<file path="config.mk">
export PLATFORM = sky130hd
export DESIGN_NAME = lcd_update_sched_flat
export DESIGN_NICKNAME = d
export VERILOG_FILES = /design/src/rtl/lcd_update_sched_if.sv /design/src/rtl/lcd_update_sched.sv /design/src/flat_wrapper.sv
export SDC_FILE = /design/constraint.sdc
export NUM_CORES = 1
export LEC_CHECK = 0
export BUFFER_PORTS_ARGS = -buffer_cell sky130_fd_sc_hd__buf_2
export CAP_MARGIN = 20
export CORE_MARGIN = 3
export CORE_UTILIZATION = 53
export DETAILED_ROUTE_END_ITERATION = 7
export MAX_ROUTING_LAYER = met4
export PLACE_DENSITY_LB_ADDON = 0.1
export SKIP_CTS_REPAIR_TIMING = 1
export SLEW_MARGIN = 20
export SYNTH_ARGS = -nofsm -noshare
export SYNTH_HDL_FRONTEND = slang
export SYNTH_SLANG_ARGS = --single-unit
</file>
<file path="constraint.sdc">
create_clock -name clk -period 2.1 [get_ports clk]
set_clock_uncertainty 0.2 [all_clocks]
set_input_delay 0.105 -clock clk [delete_from_list [all_inputs] [get_ports clk]]
set_output_delay 0.105 -clock clk [all_outputs]
set_load 0.01 [all_outputs]
</file>
<file path="src/rtl/lcd_update_sched_if.sv">
// Bundle of request, SPI byte stream, pixel fetch and status signals for lcd_update_sched.
// The scheduler sits on the slave side; the client driving requests and pixels is the master.
interface lcd_update_sched_if;
  logic        req_valid;
  logic        req_ready;
  logic [7:0]  req_x0;
  logic [7:0]  req_x1;
  logic [7:0]  req_y0;
  logic [7:0]  req_y1;
  logic        byte_valid;
  logic        byte_ready;
  logic [7:0]  byte_data;
  logic        byte_dc;
  logic [7:0]  pix_x;
  logic [7:0]  pix_y;
  logic [15:0] pix_value;
  logic        busy;
  logic        done;
  logic        err;

  modport master (
    output req_valid, req_x0, req_x1, req_y0, req_y1, byte_ready, pix_value,
    input  req_ready, byte_valid, byte_data, byte_dc, pix_x, pix_y, busy, done, err
  );

  modport slave (
    input  req_valid, req_x0, req_x1, req_y0, req_y1, byte_ready, pix_value,
    output req_ready, byte_valid, byte_data, byte_dc, pix_x, pix_y, busy, done, err
  );
endinterface

</file>
<file path="src/rtl/lcd_update_sched.sv">
// Turns a rectangle update request into the CASET/RASET/RAMWR command stream
// followed by RGB565 pixel bytes fetched one pixel at a time.
module lcd_update_sched #(
  parameter int unsigned H_RES   = 240,
  parameter int unsigned V_RES   = 135,
  parameter int unsigned COL_OFS = 40,
  parameter int unsigned ROW_OFS = 53
) (
  input  logic               clk,
  input  logic               resetn,
  lcd_update_sched_if.slave  bus
);

  localparam logic [15:0] COL_OFS16 = COL_OFS[15:0];
  localparam logic [15:0] ROW_OFS16 = ROW_OFS[15:0];

  typedef enum logic [2:0] {IDLE, CASET, RASET, RAMWR, PIX_HI, PIX_LO, DONE} state_t;

  state_t      state, state_next;
  logic [7:0]  x0, x1, y0, y1;
  logic [7:0]  pix_x, pix_y;
  logic [7:0]  lo_byte;
  logic [2:0]  idx;
  logic        err_q;
  logic        accept, req_bad, xfer, last_col, last_pix;
  logic [15:0] win_start, win_end;
  logic [7:0]  win_cmd;

  // Acceptance is derived from state rather than req_ready to keep the comb block loop-free.
  assign accept   = bus.req_valid && resetn && (state == IDLE);
  assign req_bad  = (bus.req_x0 > bus.req_x1) || (bus.req_y0 > bus.req_y1) ||
                    (32'(bus.req_x1) >= H_RES) || (32'(bus.req_y1) >= V_RES);
  assign xfer     = bus.byte_valid && bus.byte_ready;
  assign last_col = (pix_x == x1);
  assign last_pix = last_col && (pix_y == y1);

  assign bus.pix_x = pix_x;
  assign bus.pix_y = pix_y;
  assign bus.err   = err_q;

  always_ff @(posedge clk) begin
    if (!resetn) state <= IDLE;
    else         state <= state_next;
  end

  always_comb begin
    state_next     = state;
    bus.req_ready  = 1'b0;
    bus.byte_valid = 1'b0;
    bus.byte_data  = 8'h00;
    bus.byte_dc    = 1'b0;
    bus.busy       = 1'b1;
    bus.done       = 1'b0;
    win_cmd        = (state == RASET) ? 8'h2B : 8'h2A;
    win_start      = (state == RASET) ? (16'(y0) + ROW_OFS16) : (16'(x0) + COL_OFS16);
    win_end        = (state == RASET) ? (16'(y1) + ROW_OFS16) : (16'(x1) + COL_OFS16);
    case (state)
      IDLE: begin
        bus.req_ready = resetn;
        bus.busy      = 1'b0;
        if (accept && !req_bad) state_next = CASET;
      end
      CASET, RASET: begin
        bus.byte_valid = 1'b1;
        bus.byte_dc    = 1'b1;
        case (idx)
          3'd0: begin
            bus.byte_data = win_cmd;
            bus.byte_dc   = 1'b0;
          end
          3'd1:    bus.byte_data = win_start[15:8];
          3'd2:    bus.byte_data = win_start[7:0];
          3'd3:    bus.byte_data = win_end[15:8];
          default: bus.byte_data = win_end[7:0];
        endcase
        if (bus.byte_ready && idx == 3'd4) state_next = (state == CASET) ? RASET : RAMWR;
      end
      RAMWR: begin
        bus.byte_valid = 1'b1;
        bus.byte_data  = 8'h2C;
        if (bus.byte_ready) state_next = PIX_HI;
      end
      PIX_HI: begin
        bus.byte_valid = 1'b1;
        bus.byte_data  = bus.pix_value[15:8];
        bus.byte_dc    = 1'b1;
        if (bus.byte_ready) state_next = PIX_LO;
      end
      PIX_LO: begin
        bus.byte_valid = 1'b1;
        bus.byte_data  = lo_byte;
        bus.byte_dc    = 1'b1;
        if (bus.byte_ready) state_next = last_pix ? DONE : PIX_HI;
      end
      DONE: begin
        bus.done   = 1'b1;
        state_next = IDLE;
      end
      default: state_next = IDLE;
    endcase
  end

  // Window latch, command byte index and raster walk; pixel coordinates only move after the low byte.
  always_ff @(posedge clk) begin
    if (!resetn) begin
      x0      <= 8'h00;
      x1      <= 8'h00;
      y0      <= 8'h00;
      y1      <= 8'h00;
      pix_x   <= 8'h00;
      pix_y   <= 8'h00;
      lo_byte <= 8'h00;
      idx     <= 3'd0;
      err_q   <= 1'b0;
    end else begin
      err_q <= accept && req_bad;
      if (accept && !req_bad) begin
        x0  <= bus.req_x0;
        x1  <= bus.req_x1;
        y0  <= bus.req_y0;
        y1  <= bus.req_y1;
        idx <= 3'd0;
      end
      if ((state == CASET || state == RASET) && xfer) idx <= (idx == 3'd4) ? 3'd0 : idx + 3'd1;
      if (state == RAMWR && xfer) begin
        pix_x <= x0;
        pix_y <= y0;
      end
      if (state == PIX_HI && xfer) lo_byte <= bus.pix_value[7:0];
      if (state == PIX_LO && xfer && !last_pix) begin
        if (last_col) begin
          pix_x <= x0;
          pix_y <= pix_y + 8'd1;
        end else begin
          pix_x <= pix_x + 8'd1;
        end
      end
    end
  end

endmodule

</file>
<file path="src/flat_wrapper.sv">
// flat-port wrapper written by rule: the top's interface ports become plain ports
module lcd_update_sched_flat 
#(
  parameter int unsigned H_RES   = 240,
  parameter int unsigned V_RES   = 135,
  parameter int unsigned COL_OFS = 40,
  parameter int unsigned ROW_OFS = 53
)
  (clk, resetn, bus_req_valid, bus_req_x0, bus_req_x1, bus_req_y0, bus_req_y1, bus_byte_ready, bus_pix_value, bus_req_ready, bus_byte_valid, bus_byte_data, bus_byte_dc, bus_pix_x, bus_pix_y, bus_busy, bus_done, bus_err);
  lcd_update_sched_if bus_i ();
  input  logic clk;
  input  logic resetn;
  input wire logic [$bits(bus_i.req_valid)-1:0] bus_req_valid;
  input wire logic [$bits(bus_i.req_x0)-1:0] bus_req_x0;
  input wire logic [$bits(bus_i.req_x1)-1:0] bus_req_x1;
  input wire logic [$bits(bus_i.req_y0)-1:0] bus_req_y0;
  input wire logic [$bits(bus_i.req_y1)-1:0] bus_req_y1;
  input wire logic [$bits(bus_i.byte_ready)-1:0] bus_byte_ready;
  input wire logic [$bits(bus_i.pix_value)-1:0] bus_pix_value;
  output wire logic [$bits(bus_i.req_ready)-1:0] bus_req_ready;
  output wire logic [$bits(bus_i.byte_valid)-1:0] bus_byte_valid;
  output wire logic [$bits(bus_i.byte_data)-1:0] bus_byte_data;
  output wire logic [$bits(bus_i.byte_dc)-1:0] bus_byte_dc;
  output wire logic [$bits(bus_i.pix_x)-1:0] bus_pix_x;
  output wire logic [$bits(bus_i.pix_y)-1:0] bus_pix_y;
  output wire logic [$bits(bus_i.busy)-1:0] bus_busy;
  output wire logic [$bits(bus_i.done)-1:0] bus_done;
  output wire logic [$bits(bus_i.err)-1:0] bus_err;
  assign bus_i.req_valid = bus_req_valid;
  assign bus_i.req_x0 = bus_req_x0;
  assign bus_i.req_x1 = bus_req_x1;
  assign bus_i.req_y0 = bus_req_y0;
  assign bus_i.req_y1 = bus_req_y1;
  assign bus_i.byte_ready = bus_byte_ready;
  assign bus_i.pix_value = bus_pix_value;
  assign bus_req_ready = bus_i.req_ready;
  assign bus_byte_valid = bus_i.byte_valid;
  assign bus_byte_data = bus_i.byte_data;
  assign bus_byte_dc = bus_i.byte_dc;
  assign bus_pix_x = bus_i.pix_x;
  assign bus_pix_y = bus_i.pix_y;
  assign bus_busy = bus_i.busy;
  assign bus_done = bus_i.done;
  assign bus_err = bus_i.err;
  lcd_update_sched #(.H_RES(H_RES), .V_RES(V_RES), .COL_OFS(COL_OFS), .ROW_OFS(ROW_OFS)) u_core (.clk(clk), .resetn(resetn), .bus(bus_i));
endmodule
</file>
==> results.txt <==
The tools report the via count of the first global-routing pass as 4,417. The tools report the routability-driven placement congestion ratio as 1.01. The layout overhead on the synthesized area was 50.2%; the share of synthesized cell area in and, or, nand and nor gates was 0.212. The floorplan step defined a die boundary enclosing 9780 um2. Total power for the finished layout comes to 4.69 mW. Summing all non-filler instances in the final layout gives an area of 6870 um2. The longest clock path from root to sink contains 2 buffers.

Across the run, the number of max-cap violations was 0. Category of the most critical setup path: reg -> out. Counting I/O delays and the setup requirement, the final critical path takes 2.46 ns. Timing analysis after detailed placement gives a worst setup slack of -0.128 ns. The final design utilization is 0.828. For the top-level I/O count, the log shows 82. The run finished, with violations left. Synthesis produced a netlist whose cell count is 551. The cell area that synthesis handed to floorplanning was 4580 um2.

For the worst path arrival time, the log shows 2.16 ns. The average vias per placed instance works out to 5.69. The post-detailed-route DRC marker count is 0. The routed length per instance is 18.5 um, and the data required time of the critical path is 1.79 ns. The run gives 0.276 as the share of synthesized area occupied by flip-flops and latches.

The tree is rooted in a clkbuf_8. Buffers inserted during clock tree synthesis total 9. The final clock period utilization by the worst path was 1.17. The tools report the number of routed nets with antenna violations as 0. The initial detailed-routing violation count is 360, and the setup TNS is -2.04 ns.

After global routing the overflow that remains totals 0. The total of buffers placed on input and output ports is 81. The worst min-delay path category was in -> reg. Static timing analysis puts the maximum clock frequency at 406 MHz. The die extent in y was 98.9 um. The delay contributed by the slowest stage of the critical path is 0.41 ns, and the number of vias in the routed layout is 4,965. TritonCTS built the clock tree. The total number of nets in the final design is 841, and the placeable core area is 8300 um2. The combinational family with the most area after synthesis was simple AND/OR/NAND/NOR gates.

At the later pin of the worst-skew pair, clock insertion delay measures 0.35 ns. The fraction of the mapped netlist area in compound gates came out at 0.170. The predominant post-synthesis flop cell is dfxtp_1. The floorplan has 33 rows. The mean post-synth cell area is 8.30 um2. Setup repair after global routing could not meet its margin everywhere.

The logs give 68 for the number of different library cells in the post-synthesis netlist and 630 for the synthesized net count. The logs give 7 for the iteration count of the initial detailed-routing pass and 3 for the number of levels the H-tree was split into. The proportion of register bits with asynchronous set or reset after synthesis was 0.

STA classifies the critical path startpoint as a flop. For this design the ratio of total power to cell area is 682 nW/um2. For the starting utilization of the core area, the log shows 0.551. The mux cell area share after synthesis was 0.137. The share of final-layout standard cells stronger than drive strength 1 works out to 0.386. The number of hold-slack violations in the final timing report is 0, and the total cell area at the placement stage is 5590 um2. During synthesis, Yosys emitted a total of 0 warnings.

Across the VDD grid, the largest voltage drop is 0.423 mV. The run gives 0.285 as the global-route usage over all layers. At the pin with the least slew margin, the transition time is 0.676 ns. The setup slack after layout is -0.360 ns. The total of flip-flops plus latches after synthesis was 63; the fraction of the mapped netlist area in adder cells was 0.0738. The cell at the slowest stage of the critical path was dfxtp_4. For the headroom to the max-slew limit, the log shows 0.549. Clock-pin slew was measured on the worst setup and hold paths at 0.08 ns. Summed over all cells, the static leakage comes to 3.34 nW. The die is 98.9 um wide. Summed over all nets, the half-perimeter wirelength after detailed placement is 10.6 mm. Setup violations remaining at the end of the flow were counted as 8. The maximum number of pins on one net before global-route repair was 71; the xor-xnor portion of the synthesized cell area was 0.0651. The first global-routing pass estimated 21.9 mm of wire. The maximum fanout along the worst path was 5.

STA classifies the critical path endpoint as an output port. In this run, synthesis inferred 0 flip-flops with an integrated enable. The number of antenna diodes in the final layout is 0. The checks that failed: negative setup slack.

For the total wire length, the log shows 16.1 mm. The initial antenna violation count came out at 0. Walking the worst path, the cells encountered are inv_4, ha_4, nor3_4, o21bai_4, buf_4, o22ai_4, nand2_1, o31ai_1, buf_2. The clock sink count is 63, and the final count of pins violating max slew is 0.
## per-stage QoR
stage / instances / hold slack [ns]
floorplan: 551 / 0.0438
global placement: 790 / 0.144
detailed placement: 790 / 0.150
CTS: 806 / -0.208
global route: 872 / 0.131
finish: 872 / 0.0938
## worst max-delay path, delay by kind of cell, from the launching register on
kind	cells	cell delay, ns
AND/OR/NAND/NOR	2	0.33
flip-flops	1	0.41
buffers and inverters	3	0.39
adder cells (fa/ha/maj)	1	0.17
AO/OA/AOI/OAI	3	0.51
## worst paths after layout
path                                   from                               end  slack [ns]  cells after the start
max              u_core.idx[0]$_SDFFE_PN0P_                  bus_byte_data[4]       -0.36                      9
min                           bus_req_x1[7]         u_core.bus.err$_SDFF_PN0_        0.09                      3
max reg2reg       u_core.y1[3]$_SDFFE_PN0P_  u_core.bus.pix_x[2]$_SDFFE_PN0P_        0.02                      7
min reg2reg  u_core.lo_byte[0]$_SDFFE_PN0P_    u_core.lo_byte[0]$_SDFFE_PN0P_        0.30                      2
## area by class of cell
| cell class | instances | area (um2) |
|---|---|---|
| tap | 105 | 131 |
| clock inverter | 5 | 57.6 |
| timing repair buffer | 229 | 1780 |
| multi-input combinational | 437 | 3390 |
| sequential | 63 | 1280 |
| fill | 521 | 1430 |
| clock buffer | 11 | 141 |
| inverter | 22 | 85.1 |
## synth_stat cells, drive strengths merged (7+ instances only)
| master | number | share of area |
|---|---|---|
| a21oi | 35 | 0.041 |
| a221oi | 7 | 0.013 |
| and3 | 7 | 0.011 |
| buf | 17 | 0.033 |
| clkbuf | 11 | 0.011 |
| dfxtp | 63 | 0.28 |
| ha | 27 | 0.074 |
| inv | 22 | 0.018 |
| mux2i | 56 | 0.12 |
| nand2 | 108 | 0.089 |
| nand3 | 8 | 0.0088 |
| nand4 | 8 | 0.014 |
| nor2 | 39 | 0.033 |
| nor2b | 7 | 0.0096 |
| nor3b | 8 | 0.014 |
| o21ai | 16 | 0.018 |
| xnor2 | 24 | 0.046 |
| xor2 | 10 | 0.019 |
## state kept, by name, indices dropped and copies added, names as in the netlist
name	flops
u_core.x1	8
u_core.idx	3
u_core.y0	8
u_core.y1	8
u_core.bus.pix_x	8
u_core.bus.err	1
u_core.lo_byte	8
u_core.x0	8
u_core.state	3
u_core.bus.pix_y	8
## where the power goes
part           switching [mW]  internal, mW
Clock                   0.530         0.582
Sequential             0.0670          1.25
Combinational            1.18          1.07
## kinds of logic (layout without fill, tap and decap cells)
family / after synthesis / after routing
fa+ha+maj: 27 / 27
mux: 62 / 62
flops: 63 / 63
simple gates: 204 / 204
compound gates: 109 / 110
xor+xnor: 34 / 34
buf+inv: 52 / 267
## layout by cell type (no fill, tap or decap), drive strengths merged, types with 8 or more instances in the layout
cell | Yosys | layout
nand4 | 8 | 8
nor3b | 8 | 8
clkbuf | 11 | 14
buf | 17 | 184
mux2i | 56 | 56
dfxtp | 63 | 63
a21oi | 35 | 35
ha | 27 | 27
dlygate4sd3 | 0 | 42
o21ai | 16 | 17
nand3 | 8 | 8
nand2 | 108 | 108
xor2 | 10 | 10
inv | 22 | 22
nor2 | 39 | 39
xnor2 | 24 | 24
## per-layer routing
layer  routed length (um)  share of wire  track usage  up-vias
li1                     -              -            -     2373
met1                 6940           0.43        0.377     2372
met2                 7940           0.49        0.445      187
met3                  936          0.058       0.0616       33
met4                  327          0.020       0.0735        0
met5                    0              0            -        -
(Power assumes the default switching activity.)
